<file path="config.mk">
export PLATFORM = sky130hd
export DESIGN_NAME = multi_bank_ctrl_arb
export DESIGN_NICKNAME = d
export VERILOG_FILES = /design/src/rtl/multi_bank_ctrl_arb.sv
export SDC_FILE = /design/constraint.sdc
export NUM_CORES = 1
export LEC_CHECK = 0
export ABC_AREA = 1
export CORE_MARGIN = 2
export CORE_UTILIZATION = 42
export CTS_BUF_LIST = sky130_fd_sc_hd__clkbuf_4 sky130_fd_sc_hd__clkbuf_8
export CTS_CLUSTER_SIZE = 8
export DETAILED_ROUTE_END_ITERATION = 12
export GPL_ROUTABILITY_DRIVEN = 1
export HOLD_SLACK_MARGIN = 0.12
export PLACE_DENSITY = 0.77
export REMOVE_ABC_BUFFERS = 1
export SKIP_CTS_REPAIR_TIMING = 1
export SLEW_MARGIN = 15
export SYNTH_ARGS = -nofsm -noshare
export SYNTH_HDL_FRONTEND = slang
export SYNTH_SLANG_ARGS = --single-unit
</file>
<file path="constraint.sdc">
create_clock -name i_clk -period 1.4 [get_ports i_clk]
set_input_delay 0.21 -clock i_clk [delete_from_list [all_inputs] [get_ports i_clk]]
set_output_delay 0.21 -clock i_clk [all_outputs]
set_load 0.05 [all_outputs]
</file>
<file path="src/rtl/multi_bank_ctrl_arb.sv">
// rtl/multi_bank_ctrl_arb.sv - registered dual-port bank controller with collision arbitration
// Routes two host ports onto NUM_BANKS banks, stalls one side of a same-address write collision.
module multi_bank_ctrl_arb #(
    parameter int MEM_DEPTH  = 64,
    parameter int NUM_BANKS  = 4,
    parameter int BSEL_W     = $clog2(NUM_BANKS),
    parameter int ADDR_WIDTH = $clog2(NUM_BANKS * MEM_DEPTH),
    parameter int LADDR_W    = ADDR_WIDTH - BSEL_W,
    parameter int DATA_WIDTH = 8,
    parameter int INTERLEAVE = 0,
    parameter int CNT_WIDTH  = 16
) (
    input  logic                            i_clk,
    input  logic                            i_rst_n,
    input  logic                            i_ena,
    input  logic                            i_enb,
    input  logic                            i_wea,
    input  logic                            i_web,
    input  logic [ADDR_WIDTH-1:0]           i_addra,
    input  logic [ADDR_WIDTH-1:0]           i_addrb,
    input  logic [DATA_WIDTH-1:0]           i_data_a,
    input  logic [DATA_WIDTH-1:0]           i_data_b,
    output logic                            o_ready_a,
    output logic                            o_ready_b,
    output logic [NUM_BANKS-1:0]            o_en_a,
    output logic [NUM_BANKS-1:0]            o_en_b,
    output logic [NUM_BANKS-1:0]            o_we_a,
    output logic [NUM_BANKS-1:0]            o_we_b,
    output logic [NUM_BANKS*LADDR_W-1:0]    o_addr_a,
    output logic [NUM_BANKS*LADDR_W-1:0]    o_addr_b,
    output logic [NUM_BANKS*DATA_WIDTH-1:0] o_din_a,
    output logic [NUM_BANKS*DATA_WIDTH-1:0] o_din_b,
    input  logic [NUM_BANKS*DATA_WIDTH-1:0] i_dout_a,
    input  logic [NUM_BANKS*DATA_WIDTH-1:0] i_dout_b,
    output logic [DATA_WIDTH-1:0]           o_rdata_a,
    output logic [DATA_WIDTH-1:0]           o_rdata_b,
    output logic                            o_rvalid_a,
    output logic                            o_rvalid_b,
    output logic [CNT_WIDTH-1:0]            o_coll_cnt
);

    logic [BSEL_W-1:0]  bank_a, bank_b;
    logic [LADDR_W-1:0] loc_a, loc_b;
    logic               coll;
    logic               prio;
    logic               rd1_a, rd1_b;
    logic [BSEL_W-1:0]  bsel1_a, bsel1_b;
    logic [BSEL_W-1:0]  bsel2_a, bsel2_b;

    generate
        if (INTERLEAVE == 0) begin : g_msb_bank
            assign bank_a = i_addra[ADDR_WIDTH-1 -: BSEL_W];
            assign bank_b = i_addrb[ADDR_WIDTH-1 -: BSEL_W];
            assign loc_a  = i_addra[LADDR_W-1:0];
            assign loc_b  = i_addrb[LADDR_W-1:0];
        end else begin : g_lsb_bank
            assign bank_a = i_addra[BSEL_W-1:0];
            assign bank_b = i_addrb[BSEL_W-1:0];
            assign loc_a  = i_addra[ADDR_WIDTH-1:BSEL_W];
            assign loc_b  = i_addrb[ADDR_WIDTH-1:BSEL_W];
        end
    endgenerate

    // Read-read to the same word is harmless; only a write makes it a collision.
    assign coll = i_ena & i_enb & (i_addra == i_addrb) & (i_wea | i_web);

    // Nothing is accepted while reset is held.
    assign o_ready_a = i_rst_n & i_ena & ~(coll & prio);
    assign o_ready_b = i_rst_n & i_enb & ~(coll & ~prio);

    always_ff @(posedge i_clk or negedge i_rst_n) begin
        if (!i_rst_n) begin
            prio       <= 1'b0;
            o_coll_cnt <= '0;
        end else if (coll) begin
            prio <= ~prio;
            if (o_coll_cnt != {CNT_WIDTH{1'b1}}) begin
                o_coll_cnt <= o_coll_cnt + 1'b1;
            end
        end
    end

    always_ff @(posedge i_clk or negedge i_rst_n) begin
        if (!i_rst_n) begin
            o_en_a   <= '0;
            o_we_a   <= '0;
            o_addr_a <= '0;
            o_din_a  <= '0;
        end else begin
            o_en_a   <= '0;
            o_we_a   <= '0;
            o_addr_a <= '0;
            o_din_a  <= '0;
            if (o_ready_a) begin
                o_en_a[bank_a]                            <= 1'b1;
                o_we_a[bank_a]                            <= i_wea;
                o_addr_a[bank_a*LADDR_W +: LADDR_W]       <= loc_a;
                o_din_a[bank_a*DATA_WIDTH +: DATA_WIDTH]  <= i_data_a;
            end
        end
    end

    always_ff @(posedge i_clk or negedge i_rst_n) begin
        if (!i_rst_n) begin
            o_en_b   <= '0;
            o_we_b   <= '0;
            o_addr_b <= '0;
            o_din_b  <= '0;
        end else begin
            o_en_b   <= '0;
            o_we_b   <= '0;
            o_addr_b <= '0;
            o_din_b  <= '0;
            if (o_ready_b) begin
                o_en_b[bank_b]                            <= 1'b1;
                o_we_b[bank_b]                            <= i_web;
                o_addr_b[bank_b*LADDR_W +: LADDR_W]       <= loc_b;
                o_din_b[bank_b*DATA_WIDTH +: DATA_WIDTH]  <= i_data_b;
            end
        end
    end

    // Two stages: strobe cycle, then bank read latency, before data is presented.
    always_ff @(posedge i_clk or negedge i_rst_n) begin
        if (!i_rst_n) begin
            rd1_a      <= 1'b0;
            rd1_b      <= 1'b0;
            bsel1_a    <= '0;
            bsel1_b    <= '0;
            o_rvalid_a <= 1'b0;
            o_rvalid_b <= 1'b0;
            bsel2_a    <= '0;
            bsel2_b    <= '0;
        end else begin
            rd1_a      <= o_ready_a & ~i_wea;
            rd1_b      <= o_ready_b & ~i_web;
            bsel1_a    <= bank_a;
            bsel1_b    <= bank_b;
            o_rvalid_a <= rd1_a;
            o_rvalid_b <= rd1_b;
            bsel2_a    <= bsel1_a;
            bsel2_b    <= bsel1_b;
        end
    end

    assign o_rdata_a = o_rvalid_a ? i_dout_a[bsel2_a*DATA_WIDTH +: DATA_WIDTH] : '0;
    assign o_rdata_b = o_rvalid_b ? i_dout_b[bsel2_b*DATA_WIDTH +: DATA_WIDTH] : '0;

endmodule

</file>
# After elaboration in Yosys (flattened, before gate mapping)
# Index checks and enable logic that the tools add are counted.
# word_totals
in_bits	102
ff_bits	157
# op_classes
n_addsub	5
eq_ne	2
n_bitwise	23
mul	2
shifts	10
muxes	14
n_reduce_logical	3
magnitude_cmp	4
# ops
op	n
5-bit negation with 34-bit output	4
6-bit by 34-bit variable shift with 24-bit output (first input constant)	2
8-bit by 34-bit variable shift with 32-bit output (first input constant)	2
6-bit by 34-bit indexed part select with 24-bit output	2
8-bit by 34-bit indexed part select with 32-bit output	2
32-bit AND	2
32-bit two-way mux	2
32-bit by 6-bit indexed part select with 8-bit output	2
24-bit AND	2
24-bit two-way mux	2
16-bit by 1-bit adder with 16-bit output (second input constant)	1
4-bit two-way mux	4
8-bit two-way mux	2
16-bit inequality test (second input constant)	1
1-bit AND	11
4-bit AND	2
8-bit == test	1
2-bit by 2-bit multiplier with 4-bit output (second input constant)	2
2-bit by 3-bit < comparator with 1-bit output (second input constant)	2
1-bit NOT	5
1-bit demux with 2-bit select	2
2-bit by 1-bit >= comparator with 1-bit output (second input constant)	2
1-bit logical AND	2
1-bit two-way mux	2
2 further kinds	2

# Logic depth before layout (Yosys ltp)
# Gate-level depths: netlist (run 1).
# logic_depth
ltp_word	7
mapped_depth	13
depth_no_buf	10

# Least setup slack after synthesis (run 1)
# OpenSTA, ideal clock, no wires.
# synth_path
path_type	register to output
from	register bsel2_a[0]
to	output o_rdata_a[5]
t_arrival_ns	1.743
path_buffers	2
setup_slack_ns	-0.553
path_stages_with_launch	7
path_cell_list	dfrtp_1 > clkbuf_1 > buf_2 > nor2_1 > nor2_1 > o21ai_1 > a21oi_1
# synth_via
elab_chain_len	2
# synth_rtl
element	line	source
start: declaration	48	logic [BSEL_W-1:0] bsel2_a, bsel2_b;
start signal: assignment	141	bsel2_a <= bsel1_a;
32-bit by 6-bit indexed part select with 8-bit output	146	assign o_rdata_a = o_rvalid_a ? i_dout_a[bsel2_a*DATA_WIDTH +: DATA_WIDTH] : '0;
8-bit two-way mux	146	
end: declaration	35	output logic [DATA_WIDTH-1:0] o_rdata_a,
# Every way passes these cells.

# Worst setup path after layout (run 1)
# layout_path
from	register bsel2_a[0]
to	output o_rdata_a[1]
# Same word-level chain as after synthesis.

==> flow_summary.ini, run 1 <==
[yosys]
netlist.area_leader.share = 0.537
ys_top_cells_by_area = dfrtp_1 54%, nor2_1 12%, nand2_1 9.6%
synth_adder_area_share = 0.0188
yosys_warnings = 0
synth_xor_area_frac = 0.00359
netlist_instances = 899
synth_top_family_by_area = simple AND/OR/NAND/NOR gates
synth-edff-count = 0
seq_area_frac_synth = 0.537
yosys_most_used_dff = dfrtp_1
postSynthAreaPerCell_um2 = 8.14
synth_top_cell_by_area = dfrtp_1
synth-seq-cells = 157
syn_area_um2 = 7320
synth.area.mux_share = 0
yosysUniqueCellTypes = 33
synthArstFlopShare = 1.00
synth_compound_area_frac = 0.0675
yosys.area_share.simple = 0.298

[detailed_routing]
drc = 0
initialDrtViolationCount = 612
avgRoutedWirePerCell_um = 18.8
highest_layer = met5
via_per_inst = 5.20
ant_nets = 0
wl_met1_mm = 10.2
dr_wl_met3_mm = 2.93
dr.pass1.iters = 7
wl_met2_mm = 15.5
vias = 8236
drt-total-wl_mm = 29.8

[power_and_ir_drop]
power_mw = 10.1
p_per_area_nw_per_um2 = 710
leakagePower_nw = 6.58
irDropWorstVdd_mv = 0.662

[cells_and_area]
fin_cells = 1585
final_area_um2 = 14200
final_nets = 1456
syn2layout_area_growth_pct = 93.6
regArea_um2 = 3940
nFillCells = 902
multi_input_area_um2 = 3240
drive_above_1_share = 0.372

[job]
maxCapViolations = 0

[clocking]
clk_latency_ns = 0.47
root_buffer = clkbuf_8
htree_levels = 4
clk_path_buf_depth = 2
clk_pin_slew_ns = 0.09
cts_sinks = 157
cts_tree = yes
cts_buffers = 17

[run_status]
violations = hold timing, setup timing
status = finished with violations

[sta]
timing.final.ws_setup_ns = -0.606
max_slew.worst_pin.slew_ns = 1.02
max_slew_margin = 0.319
period_share = 1.43
hold_viol = 27
max_freq_mhz = 499
setup_viol = 40
drv_slew = 0
post-route-min-period_ns = 2.01
rsz0062_at_grt = true
tns_ns = -12.71
skew_ns = 0.0146
fin_hold_ws_ns = -0.0274

[critical_path]
crit_required_ns = 1.19
start_kind = register
crit_path_end_kind = output pin
worstPathArrival_ns = 1.80
path_max_fanout = 8
worstSetupPathType = reg2out

[grt]
grt_usage = 0.276
antenna_found_initial = 5
grt_pass1_vias = 7879
grt_pass1_wl_mm = 39.5
grt_max_degree = 82
gr-total-overflow = 0

[floorplan]
die_y_um = 136
coreArea_um2 = 17200
dieWidth_um = 136
initial_core_util = 0.426
io_pins = 266
design.die.area_um2 = 18500
rows = 48

[place]
placedCellCount = 1512
postPlaceCellArea_um2 = 12900
dp_hpwl_mm = 19.9
place.gp.congestion = 0.960
port_buffers = 265

[min_path]
hold_class = in2async
[layer usage]
layer  vias to the layer above  track usage
li1                       3742            -
met1                      3938        0.304
met2                       457        0.475
met3                        97        0.114
met4                         2        0.109
met5                         -            0
[layout by cell type, fill, tap and decap left out, types with 9 or more instances in the layout]
cell,instances
clkbuf_8,18
o21ai_1,27
ha_1,10
nand3_2,15
a21oi_2,16
o21ai_0,20
buf_12,166
dfrtp_1,152
nand2_1,172
nand2_2,13
dlymetal6s2s_1,12
clkdlybuf4s50_1,80
nor2_1,222
buf_6,25
inv_1,63
nor2_2,14
buf_4,154
nand4_1,14
inv_2,14
nor2_4,9
nand3_1,36
nor3_1,10
[synthesized netlist by cell type, drive strengths merged, types with 4 or more instances]
master	instances
a21oi	23
buf	26
clkbuf	6
dfrtp	157
ha	11
inv	80
nand2	191
nand3	58
nand4	14
nor2	245
nor3	14
o211ai	4
o21ai	49
o22ai	5
o32ai	4
[path summary, 6_finish.rpt]
path	depth (start not counted)	from	slack [ns]	endpoint
setup / recovery	6	bsel2_a[0]	-0.61	o_rdata_a[1]
hold / removal	2	i_rst_n	-0.03	o_din_b[18]
hold reg to reg	0	bsel1_b[1]	0.36	bsel2_b[1]
max in group asynchronous	2	i_rst_n	0.69	o_coll_cnt[2]
setup reg to reg	8	o_coll_cnt[6]	-0.28	o_coll_cnt[0]
min in group i_clk	3	i_addra[6]	0.16	bsel1_a[0]
[worst max-delay path, stage by stage (launching register included)]
cell	delay [ns]
dfrtp_2	0.46
buf_12	0.15
nor2_4	0.03
nor2_2	0.16
o21ai_2	0.10
a21oi_2	0.24
buf_12	0.17
[registers in the layout, summed over array words and instances, names as in the netlist]
register and cells:
rd1_b 1, o_din_b 32, o_addr_a 24, o_en_a 4, bsel1_b 2, bsel2_b 2
prio 1, o_rvalid_b 1, bsel2_a 2, rd1_a 1, o_coll_cnt 16, bsel1_a 2
o_din_a 32, o_addr_b 24, o_we_b 4, o_we_a 4, o_rvalid_a 1, o_en_b 4
[power breakdown]
part / switching, mW / internal, mW / total, mW
sequential: 0.0491 / 4.58 / 4.63
combinational: 1.13 / 0.991 / 2.12
clock: 1.84 / 1.48 / 3.32
[logic make-up after synthesis]
kind of cell    Yosys count
flops                   157
xor+xnor                  3
fa+ha+maj                11
buf+inv                 114
compound gates           90
simple gates            524
[area by class of cell]
| type | instances | area share |
|---|---|---|
| flip-flops and latches | 157 | 0.278 |
| clock inverters | 14 | 0.00936 |
| multi-input cells | 628 | 0.228 |
| inverters | 82 | 0.0224 |
| repair buffers | 457 | 0.424 |
| clock buffers | 18 | 0.0175 |
| diodes | 4 | 0.000706 |
| well taps | 225 | 0.0199 |
[stage by stage]
stage                     setup WS (ns)  utilization
after floorplan                  -0.939            -
after global placement           -0.640        0.750
after detailed placement         -0.762        0.750
after CTS                        -0.679        0.772
after global routing             -0.687        0.825
final                            -0.606        0.825
Note: power is estimated with default switching activity, not from simulation.
==> run 2, diff against run 1 <==
- ABC_AREA: 1 -> not set
- CORE_UTILIZATION: 42 -> 40
- PLACE_DENSITY: 0.77 -> 0.76
==> flow_summary.ini, run 2 <==
[min_path]
min_from = i_addrb[0]
worstHoldPathCells = 3
hold_class = in2reg
min_to = o_addr_b[12]

[detailed_routing]
ant_nets = 0
avgRoutedWirePerCell_um = 20.2
dr.pass1.iters = 5
vias = 6161
drt-total-wl_mm = 24.3
initialDrtViolationCount = 385
drc = 0
via_per_inst = 5.11

[place]
dp_hpwl_mm = 17.5
place.gp.congestion = 0.886
placedCellCount = 1137
port_buffers = 265

[sta]
timing.final.ws_setup_ns = -0.672
drv_slew = 0
fin_hold_ws_ns = 0.147
max_freq_mhz = 483
skew_ns = 0.00905
max_slew_margin = 0.435
setup_viol = 62
rsz0062_at_grt = true
max_slew.worst_pin.slew_ns = 0.848
hold_viol = 0
period_share = 1.48
post-route-min-period_ns = 2.07

[critical_path]
crit_required_ns = 1.19
worstSetupPathType = reg2out
crit_path_end_kind = output pin
r2r_end = o_coll_cnt[1]
start_kind = register
r2r-start = o_coll_cnt[0]
rrSetupSlack_ns = -0.57
worstPathArrival_ns = 1.86
crit_start = bsel2_a[0]
path_max_fanout = 8
r2r.worst_path.cells = 6

[power_and_ir_drop]
p_comb_frac = 0.182
power_mw = 9.71
irDropWorstVdd_mv = 0.562
switching_power_mw = 2.59
swShare = 0.266
leakagePower_nw = 6.12
sequentialPowerShare = 0.476
p_clk_frac = 0.342
p_int_mw = 7.13
p_per_area_nw_per_um2 = 739

[yosys]
yosysMostFrequentCell = dfrtp_1
synth_top_cell_by_area = dfrtp_1
yosys-top-cells-count = 157 x dfrtp_1, 80 x nor2_1, 46 x and2_1
synth_xor_area_frac = 0.0292
synth.area.mux_share = 0.0627
synth_compound_area_frac = 0.0452
synth_adder_area_share = 0.0208
yosys.area_share.simple = 0.221
syn_area_um2 = 6610
synth_top_family_by_area = simple AND/OR/NAND/NOR gates
synth-seq-cells = 157
netlist_instances = 561
yosysUniqueCellTypes = 51
ys_top_cells_by_area = dfrtp_1 59%, mux4_2 5.5%, nor2_1 4.5%
synthArstFlopShare = 1.00
yosys_warnings = 0
synth-edff-count = 0
netlist.area_leader.share = 0.594
yosys_most_used_dff = dfrtp_1
seq_area_frac_synth = 0.594
postSynthAreaPerCell_um2 = 11.8

[floorplan]
initial_core_util = 0.413
design.die.area_um2 = 17600
io_pins = 266
coreArea_um2 = 16000
dieWidth_um = 133
die_y_um = 133
rows = 46

[clocking]
clk_latency_ns = 0.46
clk_pin_slew_ns = 0.08
htree_levels = 4
clk_path_buf_depth = 2
cts_tree = yes
cts_buffers = 17
root_buffer = clkbuf_8
cts_sinks = 157

[cells_and_area]
final_cell_mix = 155 x dfrtp_1, 151 x buf_12, 111 x buf_4
reg_top3 = o_din_a x32, o_din_b x32
fin_cells = 1205
drive_above_1_share = 0.480
syn2layout_area_growth_pct = 98.8
final_common_cell = dfrtp_1
final_core_util = 0.821
final_nets = 1089

[grt]
gr-total-overflow = 0
grt_pass1_wl_mm = 34.4
grt_usage = 0.256
grt_pass1_vias = 6226
antenna_found_initial = 1
grt_max_degree = 98

[run_status]
violations = setup timing
status = finished with violations

[job]
maxCapViolations = 0
==> run 2: final cells by class <==
cell class              instances  area, um2
well taps                     216        270
repair inverters                1       7.51
diodes                          1       2.50
clock buffers                  20        263
repair buffers                424       5580
inverters                      12       56.3
clock inverters                11        118
multi-input cells             363       2910
fillers                       817       2860
flip-flops and latches        157       3930
==> run 2: kinds of logic (layout without fill, tap and decap cells) <==
kind of cell / after synthesis / after routing
and+or+nand+nor: 267 / 267
DFF: 157 / 157
AOI/OAI and AO/OA: 42 / 42
buffers and inverters: 41 / 468
xor gates and xnor gates: 22 / 22
muxes: 21 / 21
adders and majority gates: 11 / 11
other: 0 / 1
==> run 2: metrics by stage <==
step	area (um2)	setup TNS [ns]	setup WS, ns
after floorplan	6480	-75.65	-0.968
after global placement	11800	-122.86	-0.891
after detailed placement	11800	-125.10	-0.957
after CTS	12200	-60.82	-0.892
after global routing	13100	-27.15	-0.746
final	13100	-22.14	-0.672
==> run 2: worst max-delay path: stages, from the launching register on <==
cell	delay [ns]
dfrtp_1	0.40
buf_12	0.15
mux4_2	0.52
and2_4	0.18
buf_6	0.14
==> run 2: power by group through the flow <==
stage,Sequential (mW),Combinational [mW],Clock [mW]
6_report,4.62,1.76,3.33
5_1_grt,4.63,1.86,3.57
4_1_cts,4.62,1.55,3.38
3_5_place_dp,4.71,1.54,0
3_3_place_gp,4.71,1.51,0
2_1_floorplan,4.80,0.465,0
==> run 2: how the worst max path moves through the flow <==
stage / to
6_report: o_rdata_a[6]
5_1_grt: o_rdata_a[6]
4_1_cts: o_ready_a
3_5_place_dp: o_coll_cnt[13]
3_3_place_gp: o_coll_cnt[14]
2_1_floorplan: o_coll_cnt[1]
==> run 2: per-layer routing <==
layer	share of wire	wire length [um]	vias up	GRT usage
met5	0	0	-	0
met4	0.033	796	0	0.112
met3	0.064	1550	50	0.0659
met2	0.55	13300	272	0.459
met1	0.36	8690	3092	0.287
li1	-	-	2747	-
